$ cat src/rtl/if_fetch_unit_pkg.sv
// ---------------------------------------------------------------------------
// if_fetch_unit_pkg
// Shared definitions for the IF stage front end and its neighbours.
//   - fetch_state_e     : fetch FSM encoding (FETCH / HOLD)
//   - RESET_PC_DEFAULT  : default PC loaded on reset
//   - BUBBLE_DEFAULT    : instruction word presented when nothing is valid
//   - OPC_* / FUNCT_JR  : j/jr/branch encodings used by the IF/ID flush logic
//   - align_word()      : clears the two low address bits
// ---------------------------------------------------------------------------
package if_fetch_unit_pkg;

    typedef enum logic {
        FETCH = 1'b0,   // request outstanding (or about to be issued)
        HOLD  = 1'b1    // fetched word captured and presented
    } fetch_state_e;

    localparam logic [31:0] RESET_PC_DEFAULT = 32'h0000_0000;
    localparam logic [31:0] BUBBLE_DEFAULT   = 32'hFFFF_FFFF;

    localparam logic [5:0] OPC_RTYPE = 6'h00;
    localparam logic [5:0] OPC_J     = 6'h02;
    localparam logic [5:0] OPC_JAL   = 6'h03;
    localparam logic [5:0] OPC_BEQ   = 6'h04;
    localparam logic [5:0] OPC_BNE   = 6'h05;
    localparam logic [5:0] FUNCT_JR  = 6'h08;

    function automatic logic [31:0] align_word(input logic [31:0] addr);
        return addr & ~32'h0000_0003;
    endfunction

endpackage

$ cat src/rtl/if_redirect_mux.sv
// ---------------------------------------------------------------------------
// if_redirect_mux
// Combinational redirect select shared by the fetch unit and hazard unit.
// Branch resolution wins over a jump when both fire; the chosen target is
// forced onto a word boundary.
// Ports:
//   branch_taken_i / branch_target_i : branch redirect request and target
//   jump_taken_i   / jump_target_i   : j/jr redirect request and target
//   redirect_o                       : any redirect requested this cycle
//   target_o                         : selected, word-aligned target
// ---------------------------------------------------------------------------
module if_redirect_mux
    import if_fetch_unit_pkg::*;
(
    input  logic        branch_taken_i,
    input  logic [31:0] branch_target_i,
    input  logic        jump_taken_i,
    input  logic [31:0] jump_target_i,
    output logic        redirect_o,
    output logic [31:0] target_o
);

    always_comb begin
        redirect_o = branch_taken_i | jump_taken_i;
        target_o   = align_word(branch_taken_i ? branch_target_i : jump_target_i);
    end

endmodule

$ cat src/rtl/if_fetch_unit.sv
// ---------------------------------------------------------------------------
// if_fetch_unit
// IF-stage front end: owns the PC, runs a req/ack handshake to instruction
// memory and feeds PC/instruction into the IF/ID register. One fetch is in
// flight at a time (no prefetch).
//
// Handshake: imem_req stays high with imem_addr stable until a one-cycle
// imem_ack arrives; imem_rdata is valid in the ack cycle. A request is never
// withdrawn except by reset.
//
// Ports:
//   clk, rst            : clock, asynchronous active-high reset
//   pc_write            : 1 = advance, 0 = stall the presented instruction
//   branch_taken/target : branch redirect
//   jump_taken/target   : j/jr redirect (lower priority than branch)
//   imem_req/addr       : fetch request and word-aligned address
//   imem_ack/rdata      : fetch completion and data
//   PC                  : PC+4 of the presented instruction
//   instruction         : presented word, or BUBBLE
//   fetch_valid         : instruction holds a real fetched word
//   dbg_state           : current fetch FSM state
// Optional (IF_FETCH_PERF_EN):
//   stall_cycles        : saturating count of HOLD cycles with pc_write=0
//   discarded_fetches   : saturating count of acks dropped while discarding
// ---------------------------------------------------------------------------
module if_fetch_unit
    import if_fetch_unit_pkg::*;
#(
    parameter logic [31:0] RESET_PC = RESET_PC_DEFAULT,
    parameter logic [31:0] BUBBLE   = BUBBLE_DEFAULT
) (
    input  logic         clk,
    input  logic         rst,
    input  logic         pc_write,
    input  logic         branch_taken,
    input  logic [31:0]  branch_target,
    input  logic         jump_taken,
    input  logic [31:0]  jump_target,
    output logic         imem_req,
    output logic [31:0]  imem_addr,
    input  logic         imem_ack,
    input  logic [31:0]  imem_rdata,
    output logic [31:0]  PC,
    output logic [31:0]  instruction,
    output logic         fetch_valid,
    output fetch_state_e dbg_state
`ifdef IF_FETCH_PERF_EN
    ,
    output logic [31:0]  stall_cycles,
    output logic [31:0]  discarded_fetches
`endif
);

    fetch_state_e state_q, state_d;
    logic [31:0]  pc_q, pc_d;          // architectural fetch PC
    logic [31:0]  addr_q, addr_d;      // address of the in-flight request
    logic [31:0]  instr_q, instr_d;
    logic [31:0]  pc_out_q, pc_out_d;
    logic         valid_q, valid_d;
    logic         discard_q, discard_d;
    logic         armed_q;             // low only until the first edge after reset

    logic         redirect;
    logic [31:0]  redirect_target;
    logic         ack_seen;

    if_redirect_mux u_redirect_mux (
        .branch_taken_i  (branch_taken),
        .branch_target_i (branch_target),
        .jump_taken_i    (jump_taken),
        .jump_target_i   (jump_target),
        .redirect_o      (redirect),
        .target_o        (redirect_target)
    );

    // An ack only counts while a request is actually on the bus.
    assign ack_seen = armed_q && (state_q == FETCH) && imem_ack;

    always_ff @(posedge clk or posedge rst) begin
        if (rst) begin
            state_q   <= FETCH;
            pc_q      <= RESET_PC;
            addr_q    <= RESET_PC;
            instr_q   <= BUBBLE;
            pc_out_q  <= RESET_PC + 32'd4;
            valid_q   <= 1'b0;
            discard_q <= 1'b0;
            armed_q   <= 1'b0;
        end else begin
            state_q   <= state_d;
            pc_q      <= pc_d;
            addr_q    <= addr_d;
            instr_q   <= instr_d;
            pc_out_q  <= pc_out_d;
            valid_q   <= valid_d;
            discard_q <= discard_d;
            armed_q   <= 1'b1;
        end
    end

    always_comb begin
        state_d   = state_q;
        pc_d      = pc_q;
        addr_d    = addr_q;
        instr_d   = instr_q;
        pc_out_d  = pc_out_q;
        valid_d   = valid_q;
        discard_d = discard_q;

        unique case (state_q)
            FETCH: begin
                if (ack_seen) begin
                    if (discard_q || redirect) begin
                        // Stale or superseded word: drop it and reissue at
                        // the newest PC.
                        pc_d      = redirect ? redirect_target : pc_q;
                        addr_d    = pc_d;
                        discard_d = 1'b0;
                    end else begin
                        instr_d  = imem_rdata;
                        pc_out_d = pc_q + 32'd4;
                        valid_d  = 1'b1;
                        state_d  = HOLD;
                    end
                end else if (redirect) begin
                    pc_d = redirect_target;
                    if (armed_q) begin
                        // Request in flight keeps its address; its data is
                        // thrown away when the ack finally arrives.
                        discard_d = 1'b1;
                    end else begin
                        addr_d = redirect_target;
                    end
                end
            end
            HOLD: begin
                if (redirect) begin
                    pc_d    = redirect_target;
                    addr_d  = redirect_target;
                    instr_d = BUBBLE;
                    valid_d = 1'b0;
                    state_d = FETCH;
                end else if (pc_write) begin
                    pc_d    = pc_q + 32'd4;
                    addr_d  = pc_q + 32'd4;
                    instr_d = BUBBLE;
                    valid_d = 1'b0;
                    state_d = FETCH;
                end
            end
            default: state_d = FETCH;
        endcase
    end

    assign imem_req    = armed_q && (state_q == FETCH);
    assign imem_addr   = addr_q;
    assign PC          = pc_out_q;
    assign instruction = instr_q;
    assign fetch_valid = valid_q;
    assign dbg_state   = state_q;

`ifdef IF_FETCH_PERF_EN
    logic [31:0] stall_q, disc_q;

    always_ff @(posedge clk or posedge rst) begin
        if (rst) begin
            stall_q <= '0;
            disc_q  <= '0;
        end else begin
            if ((state_q == HOLD) && !pc_write && (stall_q != 32'hFFFF_FFFF)) begin
                stall_q <= stall_q + 32'd1;
            end
            if (ack_seen && discard_q && (disc_q != 32'hFFFF_FFFF)) begin
                disc_q <= disc_q + 32'd1;
            end
        end
    end

    assign stall_cycles      = stall_q;
    assign discarded_fetches = disc_q;
`endif

endmodule

$ cat config.mk
export PLATFORM = sky130hd
export DESIGN_NAME = if_fetch_unit
export DESIGN_NICKNAME = d
export VERILOG_FILES = /design/src/rtl/if_fetch_unit_pkg.sv /design/src/rtl/if_redirect_mux.sv /design/src/rtl/if_fetch_unit.sv
export SDC_FILE = /design/constraint.sdc
export NUM_CORES = 1
export LEC_CHECK = 0
export CAP_MARGIN = 40
export CORE_AREA = 3 3 125 127
export DETAILED_ROUTE_END_ITERATION = 10
export DIE_AREA = 0 0 128 130
export GPL_TIMING_DRIVEN = 0
export PLACE_DENSITY = 0.84
export SYNTH_ARGS = -nofsm -noshare
export SYNTH_HDL_FRONTEND = slang
export SYNTH_HIERARCHICAL = 1
export SYNTH_SLANG_ARGS = --single-unit
$ cat constraint.sdc
create_clock -name clk -period 5.25 [get_ports clk]
set_input_delay 0.7875 -clock clk [delete_from_list [all_inputs] [get_ports clk]]
set_output_delay 0.7875 -clock clk [all_outputs]
set_load 0.05 [all_outputs]
==> metrics list, run 1 <==
* Cell taking the most area after synthesis: sky130_fd_sc_hd__dfrtp_1
* Hold bufs inserted after CTS: 0
- For this run, the post-layout net count is approximately 1100.
* Peak ir drop on the vdd network: roughly 0.24 mV
- Before antenna repair, the detailed router went through 8 iterations.
- Share of the clock period used by the worst path: roughly 70%
- Via count of the first global-routing pass: around 6800
- Post-synth EDFFs: 0
- The root buffer cell chosen for the clock tree is sky130_fd_sc_hd__clkbuf_16.
- Arrival time of the worst setup path: around 4 ns
* Total clock buffers created by CTS: 17
* Setup violation total in the final timing report: 0
- For this block, the via count after detailed routing is about 7000.
- Area of all placed cells without fillers: between 9000 and 10000 µm²
- After clock tree synthesis, the clock-pin slew on the worst setup and hold paths is 0.06 ns.
- For this configuration, the core starts out at a cell density of 49.32%.
* Setup crit end kind: register
- Global routing used between 30% and 40% of the available tracks.
- HPWL after detailed placement: roughly 18000 µm
- The floorplan has 44 rows.
* Clock period minus final worst setup slack: 3.697 ns
* Total count of hold-check failures in the final report: 0
* Worst-Skew Late Latency: between 0.4 and 0.5 ns
- Sinks on the clock net: 132
- Number of synthesis warnings: 6
- In this run the remaining antenna-violating nets after routing total 0.
* Share of the core filled with cells in the final layout: 68.52%
* Number of antenna repair diodes: 0
* H-Tree Depth: 4
- Timing would allow up to ~270 MHz.
- Setup Buffers After CTS: 0
- Post-route setup TNS: 0 ns
- Number of vias per cell: between 5 and 6
- The setup path with the least slack is of type primary input to register.
- For this run, the leading register cell type out of synthesis is sky130_fd_sc_hd__dfrtp_1.
* Antenna violations before repair: 0
- In this run the mean area of a mapped cell was a little under 10 µm².
- Gates resized, CTS repair: 0
- After synthesis, the largest family of logic cells by area is compound AO/OA/AOI/OAI gates.
- In the final routed layout, each cell accounts on average for 21.61 µm.
- Critical Path Start Type: primary input
- Hold timing on the final database bottoms out at a slack of 0.4764 ns.
* Maximum fanout count along the critical path: 10
- The synthesized netlist devotes 19.17% of its cell area to compound gates.
- Summed over all layers, the routed wires come to ~25000 µm.
- Between clock sinks in the finished design, the worst skew comes to about 0.0073 ns.
- Result of the run: finished clean
- Number of distinct library cells after synthesis: 66
- The count of cells in the finished layout, fillers not included, comes to about 1200.
- Vertical die dimension: 130 µm
* Worst slew margin: around 36%
- By area the synthesized netlist is led by sky130_fd_sc_hd__dfrtp_1, sky130_fd_sc_hd__dfstp_2, sky130_fd_sc_hd__mux2_2.
- Setup repair after global routing left no endpoint under its margin.
- Max Transition Viols Final: 0
- For this design the top-level I/O count stands at between 200 and 250.
- The commonest cells after synthesis are sky130_fd_sc_hd__nand2_1, sky130_fd_sc_hd__dfrtp_1, sky130_fd_sc_hd__o21ai_0.
- Area fraction of the dominant cell type after synthesis: roughly a third
- The first global-routing pass estimated between 30000 and 40000 µm of wire.
- Number of filler cells placed in the layout: about 1200
- Cell Area, Synth: just over 7000 µm²
- Data required, critical path: ~5.6 ns
- Entering global routing, the biggest net connects 73 pins.
- Largest buffer count on any clock path: 2
- Number of buffer cells added on primary ports: between 150 and 200
* Core Footprint: around 15000 µm²
- Type of the worst min-delay path: register to register
- For the pin with the worst max-slew slack, the measured transition is about 0.96 ns.
- In this run, placement finished with an instance count of roughly 1100.
* Violation count after the first detailed-routing iteration: between 700 and 800
* Post-synthesis adder-cell area fraction: less than 1%
* Final weighted congestion in routability-driven placement: 0.9534
* Total of flip-flops plus latches after synthesis: approximately 130
* Layout-stage area growth over the synthesis result: 38.92%
- CTS tree: yes
- The analysis attributes to cell leakage a power of about 4 nW.
* Seq/Total Area, Yosys: between 40% and 50%
* DIE AREA: 16640 µm²
- Post-synth ARST share: between 90% and 100%
- Measured against the total synthesized area, the mux share comes to just over 7%.
- Synthesized instance count: roughly 740
* Share of the synthesized netlist area taken by xor and xnor gates: 6.231%
- Instance area after placement: 9397 µm²
* Number of max-cap violations: 0
* Post-route DRC violation count: 0
* Horiz. Die Dim: around 130 µm
- Total global routing overflow: 0
- Post-synthesis simple-gate area fraction: approximately 16%
- Most frequent cell after synthesis: sky130_fd_sc_hd__nand2_1
* Proportion of layout cells with a drive suffix above 1: between 10% and 20%
* Power Density: 402.8 nW/µm²
final cells by class:
cell class	instances	area, µm²	area share, %
clock inverter	6	41.29	0.4146
timing repair buffer	197	1989	19.98
sequential	132	3344	33.58
clock buffer	26	520.5	5.227
multi-input combinational	542	3487	35.02
buffer	59	302.8	3.041
inverter	10	42.54	0.4272
tap	184	230.2	2.312
placed cells by master, fill, tap and decap left out, types with 4 or more instances in the layout:
cell type / count
sky130_fd_sc_hd__a21oi_1: 23
sky130_fd_sc_hd__a22oi_1: 10
sky130_fd_sc_hd__a211oi_1: 4
sky130_fd_sc_hd__mux2i_1: 6
sky130_fd_sc_hd__clkdlybuf4s50_1: 196
sky130_fd_sc_hd__buf_6: 7
sky130_fd_sc_hd__dfrtp_1: 99
sky130_fd_sc_hd__dfstp_2: 33
sky130_fd_sc_hd__clkbuf_8: 4
sky130_fd_sc_hd__and2_1: 8
sky130_fd_sc_hd__xor2_1: 21
sky130_fd_sc_hd__mux2_2: 41
sky130_fd_sc_hd__buf_1: 6
sky130_fd_sc_hd__inv_1: 8
sky130_fd_sc_hd__clkbuf_1: 35
sky130_fd_sc_hd__buf_4: 4
sky130_fd_sc_hd__clkbuf_16: 18
sky130_fd_sc_hd__o21ai_1: 4
sky130_fd_sc_hd__nand4_1: 9
sky130_fd_sc_hd__and3_1: 4
sky130_fd_sc_hd__xnor2_1: 30
sky130_fd_sc_hd__a31oi_1: 7
sky130_fd_sc_hd__nand3_1: 15
sky130_fd_sc_hd__nor3_1: 8
sky130_fd_sc_hd__o22a_1: 35
sky130_fd_sc_hd__o22ai_1: 4
sky130_fd_sc_hd__o21ai_0: 74
sky130_fd_sc_hd__a221oi_1: 7
sky130_fd_sc_hd__nor2_1: 52
sky130_fd_sc_hd__o32ai_1: 5
sky130_fd_sc_hd__buf_2: 11
sky130_fd_sc_hd__nand2_1: 119
sky130_fd_sc_hd__o221a_2: 4
per-stage QoR:
step | worst slack (ns) | power, mW
floorplan | 0.9911 | 2.326
global placement | -0.8345 | 2.863
detailed placement | 1.404 | 2.894
CTS | 1.748 | 4.020
global route | 1.511 | 4.166
finish | 1.553 | 4.011
metal layers:
layer | track usage (%) | part of all wire (%)
met1 | 38.98 | 39
met2 | 48.55 | 47
met3 | 8.309 | 11
met4 | 11.30 | 3.1
met5 | 0 | 0
final timing paths:
check                           cells past startpoint  slack [ns]               to     startpoint
worst min register to register                      1        0.48    imem_addr[14]  imem_addr[14]
max in group asynchronous                           3        3.61  instruction[11]            rst
min in group asynchronous                           2        0.87     imem_addr[4]            rst
worst max register to register                      6        2.29    imem_addr[27]      dbg_state
worst min-delay path                                1        0.48    imem_addr[14]  imem_addr[14]
worst max-delay path                                8        1.55    imem_addr[27]   branch_taken
registers in the layout (all words and copies together), names as in the netlist:
name,flops
PC,32
imem_addr,32
instruction,32
pc_q,32
armed_q,1
dbg_state,1
discard_q,1
fetch_valid,1
critical path, cell delays in order:
cell,delay (ns)
sky130_fd_sc_hd__clkdlybuf4s50_1,0.53
sky130_fd_sc_hd__buf_6,0.22
sky130_fd_sc_hd__or2_2,0.34
sky130_fd_sc_hd__clkbuf_1,0.30
sky130_fd_sc_hd__nor2_1,0.32
sky130_fd_sc_hd__clkbuf_1,0.61
sky130_fd_sc_hd__nand2_1,0.54
sky130_fd_sc_hd__o21ai_0,0.36
logic make-up after synthesis:
logic type	Yosys count
buffers and inverters	69
flip-flops	132
other	2
adder cells (fa/ha/maj)	1
AO/OA/AOI/OAI	204
multiplexers	47
AND/OR/NAND/NOR	236
XOR/XNOR	51
power breakdown:
part / total [mW] / internal [mW] / switching (mW)
Sequential: 1.38 / 1.25 / 0.130
Clock: 1.12 / 0.684 / 0.440
Combinational: 1.51 / 0.526 / 0.982
(Power assumes the default switching activity.)
==> run 2, diff against run 1 <==
--- a/config.mk
+++ b/config.mk
@@ -6,11 +6,11 @@
 export NUM_CORES = 1
 export LEC_CHECK = 0
 export CAP_MARGIN = 40
-export CORE_AREA = 3 3 125 127
+export CORE_AREA = 3 3 132 134
 export DETAILED_ROUTE_END_ITERATION = 10
-export DIE_AREA = 0 0 128 130
+export DIE_AREA = 0 0 135 137
 export GPL_TIMING_DRIVEN = 0
-export PLACE_DENSITY = 0.84
+export PLACE_DENSITY = 0.79
 export SYNTH_ARGS = -nofsm -noshare
 export SYNTH_HDL_FRONTEND = slang
 export SYNTH_HIERARCHICAL = 1
==> constraint.sdc (replaced) <==
create_clock -name clk -period 3.1 [get_ports clk]
set_input_delay 0.465 -clock clk [delete_from_list [all_inputs] [get_ports clk]]
set_output_delay 0.465 -clock clk [all_outputs]
set_load 0.05 [all_outputs]
==> metrics list, run 2 (synthesis results as in run 1) <==
- Largest buffer count on any clock path: 2
- Number of vias in the routed layout: approximately 6800
* Register-to-register setup slack: ~0.50 ns
* Total wirelength of the detailed-routed design: roughly 25000 µm
* Router iterations before antenna repair: 7
* H-Tree Depth: 4
- The die is around 140 µm wide.
* Max Transition Viols Final: 0
* Worst slew margin: between 30% and 40%
* Met1 layer usage reported by global route: 33.95%
* Power Density: 677.1 nW/µm²
- The number of antenna violations at the first check in global routing is 0.
- Total global routing overflow: 0
* Core Footprint: about 16000 µm²
* Peak clock frequency supported by timing: approximately 330 MHz
* Actual slew at the worst max-slew pin: 0.9653 ns
- For this run, global-route usage on met2 was measured as a little over two fifths.
- PnR Total Power: 6.806 mW
- Once detail routing completed, the nets flagged for antenna violations numbered 0.
- From synthesis to final layout, the design area changed by 40.22%.
- Total count of hold-check failures in the final report: 0
- After clock tree synthesis, the clock-pin slew on the worst setup and hold paths is 0.06 ns.
- The number of antenna diodes in the final layout is 0.
* Final weighted congestion in routability-driven placement: slightly above 1
- Largest net degree at the start of global routing: 42
* Proportion of layout cells with a drive suffix above 1: between 15 and 20%
- TritonCTS created 17 clock buffers.
- Number of standard-cell rows in the floorplan: 47
- STA classifies the critical path startpoint as a register.
* Via count of the first global-routing pass: between 6000 and 7000
- Most frequent cells in the layout: sky130_fd_sc_hd__clkdlybuf4s50_1, sky130_fd_sc_hd__nand2_1, sky130_fd_sc_hd__dfrtp_1
- The die covers about 18000 µm².
- On the final layout, the worst clock skew is 0.007776 ns.
- Setup violation total in the final timing report: 0
- Data required, critical path: around 2.6 ns
- The worst register-to-register path begins at pc_q[2].
- Clock latency on the worst-skew pair, taken at its later pin, is between 0.4 and 0.5 ns.
- The worst hold path belongs to the class primary input to async pin.
- The final layout contains 1064 nets.
* Global-route wire length before repair: ~38000 µm
- Number of filler cells placed in the layout: ~1400
- Setup repair after global routing left no endpoint under its margin.
* Number of cells on the worst reg-to-reg path: 8
* WL per Instance: 20.60 µm
- Summed over all nets, the half-perimeter wirelength after detailed placement is 18320 µm.
- CTS tree: yes
* Clock period minus final worst setup slack: ~3.1 ns
- In this run, the number of DRC markers left after iteration 0 of detailed routing was between 500 and 600.
* Number of vias per cell: 5.723
- Initial Utilization: between 40% and 50%
- During I/O placement, the number of pins put on the boundary was 201.
- For this design, the sink count on the clock tree is roughly 130.
* Crit path setup slack, layout: ~0.04 ns
- In the routed design, unresolved DRC markers number 0.
- Commonest non-fill, non-tap cell in the layout: sky130_fd_sc_hd__clkdlybuf4s50_1
- The worst setup path is of the register to output port kind.
* Pre-CTS setup slack: -0.4131 ns
- Arrival time of the worst setup path: around 2.6 ns
- Number of buffer cells added on primary ports: 196
- Number of max-cap violations: 0
* Maximum fanout count along the critical path: 10
- The run finished with clean final reports.
* Vertical die dimension: 137 µm
- In this run the static leakage power is around 4.0 nW.
* GR Util met3: 8.015%
- Clock Tree Root: sky130_fd_sc_hd__clkbuf_16
- Share of the clock period used by the worst path: between 90% and 100%
- Peak ir drop on the vdd network: between 0.4 and 0.5 mV
- Global route hottest layer: met2
* Setup crit end kind: output port
- Global-route usage over all layers: about 27%
- Capture instance of the worst register-to-register path: imem_addr[18]
[run 2: cell type report]
| cell class | instances | area [µm²] | share of cell area (%) |
|---|---|---|---|
| Multi-Input combinational cell | 542 | 3493 | 34.76 |
| Timing Repair Buffer | 199 | 2022 | 20.12 |
| Clock inverter | 14 | 128.9 | 1.282 |
| Sequential cell | 132 | 3344 | 33.28 |
| Buffer | 59 | 306.5 | 3.050 |
| Tap cell | 220 | 275.3 | 2.739 |
| Clock buffer | 18 | 439.2 | 4.369 |
| Inverter | 10 | 41.29 | 0.4108 |
[run 2: routing by layer]
metal	part of all wire [%]	up-vias
li1	-	3090
met3	10	62
met2	46	407
met5	0	-
met1	40	3274
met4	3.1	0
[run 2: metrics by stage]
step	hold WS (ns)	utilization, %	instance area, µm²	setup TNS (ns)	std cells
floorplan	0.4348	-	7176	0	743
global placement	0.4516	57.37	9413	-29.98	1159
detailed placement	0.4622	57.74	9473	-11.33	1162
CTS	0.4488	61.20	10040	0	1194
global route	0.4849	61.26	10050	0	1194
finish	0.4406	61.26	10050	0	1194
[run 2: worst max-delay path: stages (launching register included)]
cell and delay, ns:
sky130_fd_sc_hd__dfrtp_1 0.39, sky130_fd_sc_hd__buf_2 0.20, sky130_fd_sc_hd__clkbuf_1 0.26, sky130_fd_sc_hd__nor2b_1 0.42, sky130_fd_sc_hd__clkdlybuf4s50_1 0.90
[run 2: worst max-delay path by stage]
stage	startpoint	end	slack, ns	cells after the start
CTS	branch_taken	imem_addr[24]	0.03	8
detailed placement	branch_taken	imem_addr[8]	-0.41	9
global placement	branch_taken	imem_addr[8]	-0.39	9
floorplan	dbg_state	imem_addr[24]	0.80	6
global route	dbg_state	imem_req	0.02	4
finish	dbg_state	imem_req	0.04	4
[run 2: power breakdown]
part / leakage, nW / internal (mW) / switching (mW)
Combinational: 2.14 / 0.896 / 1.64
Sequential: 1.55 / 2.11 / 0.220
Clock: 0.273 / 1.13 / 0.807
[run 2: what timing repair did]
action                                  4_1_cts  5_1_grt
setup buffers                                 0        0
hold buffers                                  0        0
gates resized for setup                       0        7
endpoints found under the setup margin        0       24
